`src/rtl/ef_apb_master.sv`:
```
// rtl/ef_apb_master.sv - APB3 initiator turning a command port into write, read and poll transfers
module ef_apb_master #(
  parameter int AW       = 32,
  parameter int DW       = 32,
  parameter int TIMEOUT  = 255,
  parameter int POLL_GAP = 4,
  parameter int POLL_MAX = 1024
) (
  input  logic          PCLK,
  input  logic          PRESET,
  input  logic          cmd_valid,
  output logic          cmd_ready,
  input  logic [1:0]    cmd_op,
  input  logic [AW-1:0] cmd_addr,
  input  logic [DW-1:0] cmd_wdata,
  input  logic [DW-1:0] cmd_mask,
  output logic          rsp_valid,
  output logic [DW-1:0] rsp_rdata,
  output logic          rsp_err,
  output logic [AW-1:0] PADDR,
  output logic          PSEL,
  output logic          PENABLE,
  output logic          PWRITE,
  output logic [DW-1:0] PWDATA,
  input  logic [DW-1:0] PRDATA,
  input  logic          PREADY,
  input  logic          PSLVERR
);

  localparam int WCW = $clog2(TIMEOUT + 1);
  localparam int PCW = $clog2(POLL_MAX + 1);
  localparam int GCW = (POLL_GAP > 0) ? $clog2(POLL_GAP + 1) : 1;

  localparam logic [1:0] OP_WR   = 2'b00;
  localparam logic [1:0] OP_RD   = 2'b01;
  localparam logic [1:0] OP_POLL = 2'b10;
  localparam logic [1:0] OP_RSVD = 2'b11;

  typedef enum logic [2:0] {
    S_IDLE,
    S_SETUP,
    S_ACCESS,
    S_GAP,
    S_RESP
  } state_t;

  state_t state, state_nx;

  logic [1:0]     op_q;
  logic [AW-1:0]  addr_q;
  logic [DW-1:0]  wdata_q;
  logic [DW-1:0]  mask_q;
  logic [DW-1:0]  rdata_q;
  logic           err_q;
  logic [WCW-1:0] wait_cnt;
  logic [PCW-1:0] poll_cnt;
  logic [GCW-1:0] gap_cnt;

  logic accept;
  logic timeout_hit;
  logic poll_hit;
  logic poll_last;
  logic gap_done;

  assign accept      = (state == S_IDLE) && cmd_valid;
  // The wait counter holds the number of ACCESS cycles already spent with PREADY low
  assign timeout_hit = (wait_cnt == WCW'(TIMEOUT - 1));
  assign poll_hit    = ((PRDATA & mask_q) != '0);
  // True when the read now completing is the last one the poll is allowed
  assign poll_last   = (poll_cnt == PCW'(POLL_MAX - 1));
  assign gap_done    = (gap_cnt == GCW'(POLL_GAP - 1));

  // State register; asynchronous reset drops the bus immediately
  always_ff @(posedge PCLK or posedge PRESET) begin
    if (PRESET) state <= S_IDLE;
    else        state <= state_nx;
  end

  // Next-state logic
  always_comb begin
    state_nx = state;
    case (state)
      S_IDLE:   if (accept) state_nx = (cmd_op == OP_RSVD) ? S_RESP : S_SETUP;
      S_SETUP:  state_nx = S_ACCESS;
      S_ACCESS: begin
        if (PREADY) begin
          if (op_q != OP_POLL || PSLVERR || poll_hit || poll_last) state_nx = S_RESP;
          else if (POLL_GAP == 0)                                  state_nx = S_SETUP;
          else                                                     state_nx = S_GAP;
        end else if (timeout_hit) begin
          state_nx = S_RESP;
        end
      end
      S_GAP:    if (gap_done) state_nx = S_SETUP;
      S_RESP:   state_nx = S_IDLE;
      default:  state_nx = S_IDLE;
    endcase
  end

  // Outputs decoded from state; address/data come straight from the command registers
  always_comb begin
    cmd_ready = (state == S_IDLE);
    PSEL      = (state == S_SETUP) || (state == S_ACCESS);
    PENABLE   = (state == S_ACCESS);
    PWRITE    = PSEL && (op_q == OP_WR);
    PADDR     = addr_q;
    PWDATA    = wdata_q;
    rsp_valid = (state == S_RESP);
    rsp_rdata = (state == S_RESP) ? rdata_q : '0;
    rsp_err   = (state == S_RESP) && err_q;
  end

  // Command capture, response capture and the wait/poll/gap counters
  always_ff @(posedge PCLK or posedge PRESET) begin
    if (PRESET) begin
      op_q     <= OP_WR;
      addr_q   <= '0;
      wdata_q  <= '0;
      mask_q   <= '0;
      rdata_q  <= '0;
      err_q    <= 1'b0;
      wait_cnt <= '0;
      poll_cnt <= '0;
      gap_cnt  <= '0;
    end else begin
      case (state)
        S_IDLE: begin
          if (accept) begin
            op_q     <= cmd_op;
            addr_q   <= cmd_addr;
            wdata_q  <= (cmd_op == OP_WR) ? cmd_wdata : '0;
            mask_q   <= cmd_mask;
            rdata_q  <= '0;
            err_q    <= (cmd_op == OP_RSVD);
            poll_cnt <= '0;
          end
        end
        S_ACCESS: begin
          gap_cnt <= '0;
          if (PREADY) begin
            // Read data is dropped on error, but a poll keeps whatever it last saw
            if (op_q == OP_POLL)             rdata_q <= PRDATA;
            else if (op_q == OP_RD && !PSLVERR) rdata_q <= PRDATA;
            else                             rdata_q <= '0;
            err_q <= PSLVERR || (op_q == OP_POLL && !poll_hit && poll_last);
            if (op_q == OP_POLL) poll_cnt <= poll_cnt + 1'b1;
          end else if (timeout_hit) begin
            rdata_q <= '0;
            err_q   <= 1'b1;
          end else begin
            wait_cnt <= wait_cnt + 1'b1;
          end
        end
        S_GAP:   gap_cnt <= gap_cnt + 1'b1;
        default: ;
      endcase
      if (state_nx == S_SETUP && state != S_SETUP) wait_cnt <= '0;
    end
  end

endmodule

```
`config.mk`:
```
export PLATFORM = sky130hd
export DESIGN_NAME = ef_apb_master
export DESIGN_NICKNAME = d
export VERILOG_FILES = /design/src/rtl/ef_apb_master.sv
export SDC_FILE = /design/constraint.sdc
export NUM_CORES = 1
export LEC_CHECK = 0
export BUFFER_PORTS_ARGS = -buffer_cell sky130_fd_sc_hd__buf_2
export CORE_UTILIZATION = 50
export CTS_BUF_LIST = sky130_fd_sc_hd__clkbuf_4 sky130_fd_sc_hd__clkbuf_8 sky130_fd_sc_hd__clkbuf_16
export CTS_CLUSTER_SIZE = 25
export DETAILED_ROUTE_END_ITERATION = 6
export GPL_ROUTABILITY_DRIVEN = 0
export PLACE_DENSITY = 0.76
export SYNTH_ARGS = -nofsm -noshare
export SYNTH_HDL_FRONTEND = slang
export SYNTH_SLANG_ARGS = --single-unit
export TNS_END_PERCENT = 5
```
`constraint.sdc`:
```
create_clock -name PCLK -period 6.6 [get_ports PCLK]
set_input_delay 0.66 -clock PCLK [delete_from_list [all_inputs] [get_ports PCLK]]
set_output_delay 0.66 -clock PCLK [all_outputs]
set_load 0.05 [all_outputs]
```
==> Implementation_results.wiki <==
{| class="wikitable"
! Metric !! Value
|-
| Setup repair after global routing missed its margin || false
|-
| Total clock buffers created by CTS || 17
|-
| Initial antenna violation count || 2
|-
| Remaining DRCs || 0
|-
| Length of the first detailed-routing pass in iterations || 5
|-
| Count of hold buffers inserted by post-cts repair || 0
|-
| Start of the worst register-to-register path || state[0]
|-
| Largest area contributor in the netlist || dfrtp_1
|-
| Layout overhead on the synthesized area || 28.50%
|-
| Number of primary I/O pins || roughly 240
|-
| Pwr Density || 480.5 nW/um^2
|-
| Crit path from || state[2]
|-
| Mean area per synthesized cell || 9.395 um^2
|-
| Worst EP required || slightly below 6 ns
|-
| Setup total negative slack || 0 ns
|-
| Latest clock arrival within the worst-skew pair || 0.42 ns
|-
| Most used standard cells in the synthesized netlist || 282 x nand2_1, 156 x dfrtp_1, 44 x nand3_1
|-
| Clk sink count || around 160
|-
| Half-perimeter wire length of the detailed placement result || between 10000 and 15000 um
|-
| Reported max-cap violation count || 0
|-
| Remaining global-route overflow || 0
|-
| Global Route Usage Sum || 0.2625
|-
| Least-Margin Pin Slew || 1.131 ns
|-
| Endpoints failing setup || 0
|-
| Synthesized net count || 848
|-
| Setup CP Type || flop to primary output
|-
| I/O Buffers || around 240
|-
| Core ar. || roughly 13000 um^2
|-
| Maximum clock path buffer count || 2
|-
| Leakage power total || ~0.0048 uW
|-
| Height of the die || approximately 120 um
|-
| Fraction of registers with async set/reset || 1.000
|-
| YS warnings || 0
|-
| Final worst path period need || between 2 and 3 ns
|-
| Effective utilization at floorplan || 0.5207
|-
| Sw frac || 0.4489
|-
| DRC marker count from the first detailed-route iteration || between 500 and 600
|-
| Max-slew violation count || 0
|-
| Final nets || approximately 1.1k
|-
| Part of the total power dissipated in the clock network || 0.228
|-
| Final hold viol count || 0
|-
| Layout cells sized above 1 || 0.2969
|-
| CP endpoint kind || primary output
|-
| Buffers inserted by post-CTS timing repair || 0
|-
| Resized Gates After CTS || 0
|-
| Reg2reg setup slack || about 4 ns
|-
| Floorplan die area || between 10000 and 15000 um^2
|-
| Average wire length per cell after detail routing || roughly 15 um
|-
| Gate power share || 0.403
|-
| Most frequent cell after synthesis || nand2_1
|-
| Post-synth EDFFs || 0
|-
| H-tree levels || 4
|-
| CTS tree || yes
|-
| CP Launch Type || flop
|-
| Number of global-route vias before repair || 5616
|-
| Cells taking the most area after synthesis || dfrtp_1 59%, nand2_1 16%, a22o_1 4.5%, nand3_1 3.3%, and2_1 3.2%
|-
| Clock skew after layout || just under 0.007 ns
|-
| Worst min-delay path class || primary input to asynchronous set/reset pin
|-
| Critical Path Fanout Max || 34
|-
| Prevailing post-synth register cell || dfrtp_1
|-
| Synth top area share || 0.5869
|-
| Fraction of the yosys area taken by sequential cells || 0.5869
|-
| NetSw || roughly 1800 uW
|-
| Yosys reg bits || around 160
|-
| Largest net degree at the start of global routing || ~100
|-
| Fill cells || 1036
|-
| Total Wirelength || roughly 17000 um
|-
| Cell-internal power || 2263 uW
|-
| Number of rows in the core area || 41
|-
| Cell variety after synth || 38
|-
| First-pass GRT wire length || 28310 um
|-
| Total vias in the final route || roughly 5.8k
|-
| Clock transition at the register clock pins on the worst setup and hold paths after CTS || approximately 0.06 ns
|-
| Status || completed
|-
| Width of the chip || ~120 um
|-
| Flop pwr share || 0.369
|-
| Remaining max-slew budget at the tightest pin || 0.2460
|-
| Detailed-route vias per instance || 5.178
|-
| Residual antenna-violating net count after detailed routing || 0
|-
| Arrival time worst endpoint || 2.06 ns
|-
| Share of the cycle needed by the critical path after routing || 0.4117
|-
| Cells after Synth || 708
|-
| Fraction of the core area covered by cells at the end of the flow || 0.6691
|-
| Mapped Area || roughly 6700 um^2
|-
| Max Clk Rate || around 0.37 GHz
|-
| Peak supply drop || 0.0003187 V
|-
| Clk root buf || clkbuf_16
|}
[state kept, by name, indices dropped and copies added, names as in the netlist]
signal    count
op_q          2
wait_cnt      8
PWDATA       32
mask_q       32
state         3
err_q         1
poll_cnt     11
rdata_q      32
gap_cnt       3
PADDR        32
[power by group through the flow]
stage | clock network, uW | logic, uW | registers (uW)
final | 935 | 1650 | 1520
after global routing | 992 | 1800 | 1560
after CTS | 947 | 1670 | 1510
after detailed placement | 0 | 1670 | 1510
after global placement | 0 | 1640 | 1510
after floorplan | 0 | 708 | 2030
[final cells by class]
class / instances / area, um^2 / share of cell area
multi-input cells: 509 / 2609 / 0.3052
repair buffers: 242 / 1226 / 0.1435
diodes: 1 / 2.502 / 0.0002928
well taps: 172 / 215.2 / 0.02518
inverters: 5 / 23.77 / 0.002781
clock buffers: 24 / 503.0 / 0.05885
clock inverters: 7 / 63.81 / 0.007466
flip-flops and latches: 156 / 3904 / 0.4567
[final timing paths]
check | to | depth (start not counted)
setup reg to reg | poll_cnt[7] | 5
min in group PCLK | PADDR[16] | 3
hold reg to reg | PADDR[27] | 2
setup / recovery | rsp_rdata[22] | 4
max in group asynchronous | poll_cnt[3] | 3
hold / removal | PWDATA[11] | 2
[per-layer routing]
metal	routed length, um	up-vias	part of all wire	GRT usage
li1	-	2793	-	-
met1	7571	2725	0.44	0.3562
met2	7871	240	0.46	0.3972
met3	1408	19	0.082	0.08998
met4	216	2	0.013	0.08036
met5	13	-	0.00076	0
[worst max-delay path, cell delays in order, from the launching register on]
cell and delay [ns]:
dfrtp_1 0.61, nor3b_2 0.25, buf_4 0.31, and2_1 0.19
buf_2 0.27
[placed cells by master (no fill, tap or decap), types with 4 or more instances in the layout]
| cell type | Yosys | layout |
|---|---|---|
| nor2_1 | 19 | 17 |
| and2_1 | 34 | 34 |
| buf_4 | 0 | 6 |
| nand2b_1 | 4 | 4 |
| a22o_1 | 34 | 34 |
| nand3_1 | 44 | 44 |
| nand4_1 | 9 | 9 |
| o21ai_0 | 13 | 13 |
| inv_1 | 5 | 4 |
| clkbuf_8 | 0 | 4 |
| and3_1 | 4 | 4 |
| a22oi_1 | 12 | 12 |
| xor2_1 | 11 | 11 |
| ha_1 | 5 | 5 |
| buf_2 | 0 | 236 |
| dfrtp_1 | 156 | 156 |
| clkbuf_16 | 0 | 17 |
| a21oi_1 | 5 | 5 |
| nand2_1 | 282 | 282 |
| clkinv_2 | 0 | 5 |
[stage by stage]
stage                     hold slack (ns)  cells  instance area [um^2]  setup slack, ns  power (uW)
after detailed placement           0.4519   1084                  7978            3.922        3184
after floorplan                    0.4453    708                  6651            1.733        2733
after global placement             0.4457   1084                  7978            3.891        3153
after CTS                          0.3835   1115                  8544            3.864        4129
final                              0.3613   1116                  8547            3.883        4107
after global routing               0.4121   1116                  8547            3.625        4352
[cells by family after synthesis]
group / count (synthesis) / synth area share
AND/OR/NAND/NOR: 416 / 0.2737
flip-flops: 156 / 0.5869
XOR/XNOR: 13 / 0.01712
AO/OA/AOI/OAI: 74 / 0.08710
multiplexers: 1 / 0.001505
adder cells (fa/ha/maj): 5 / 0.009406
buffers and inverters: 43 / 0.02427
(Power assumes the default switching activity.)
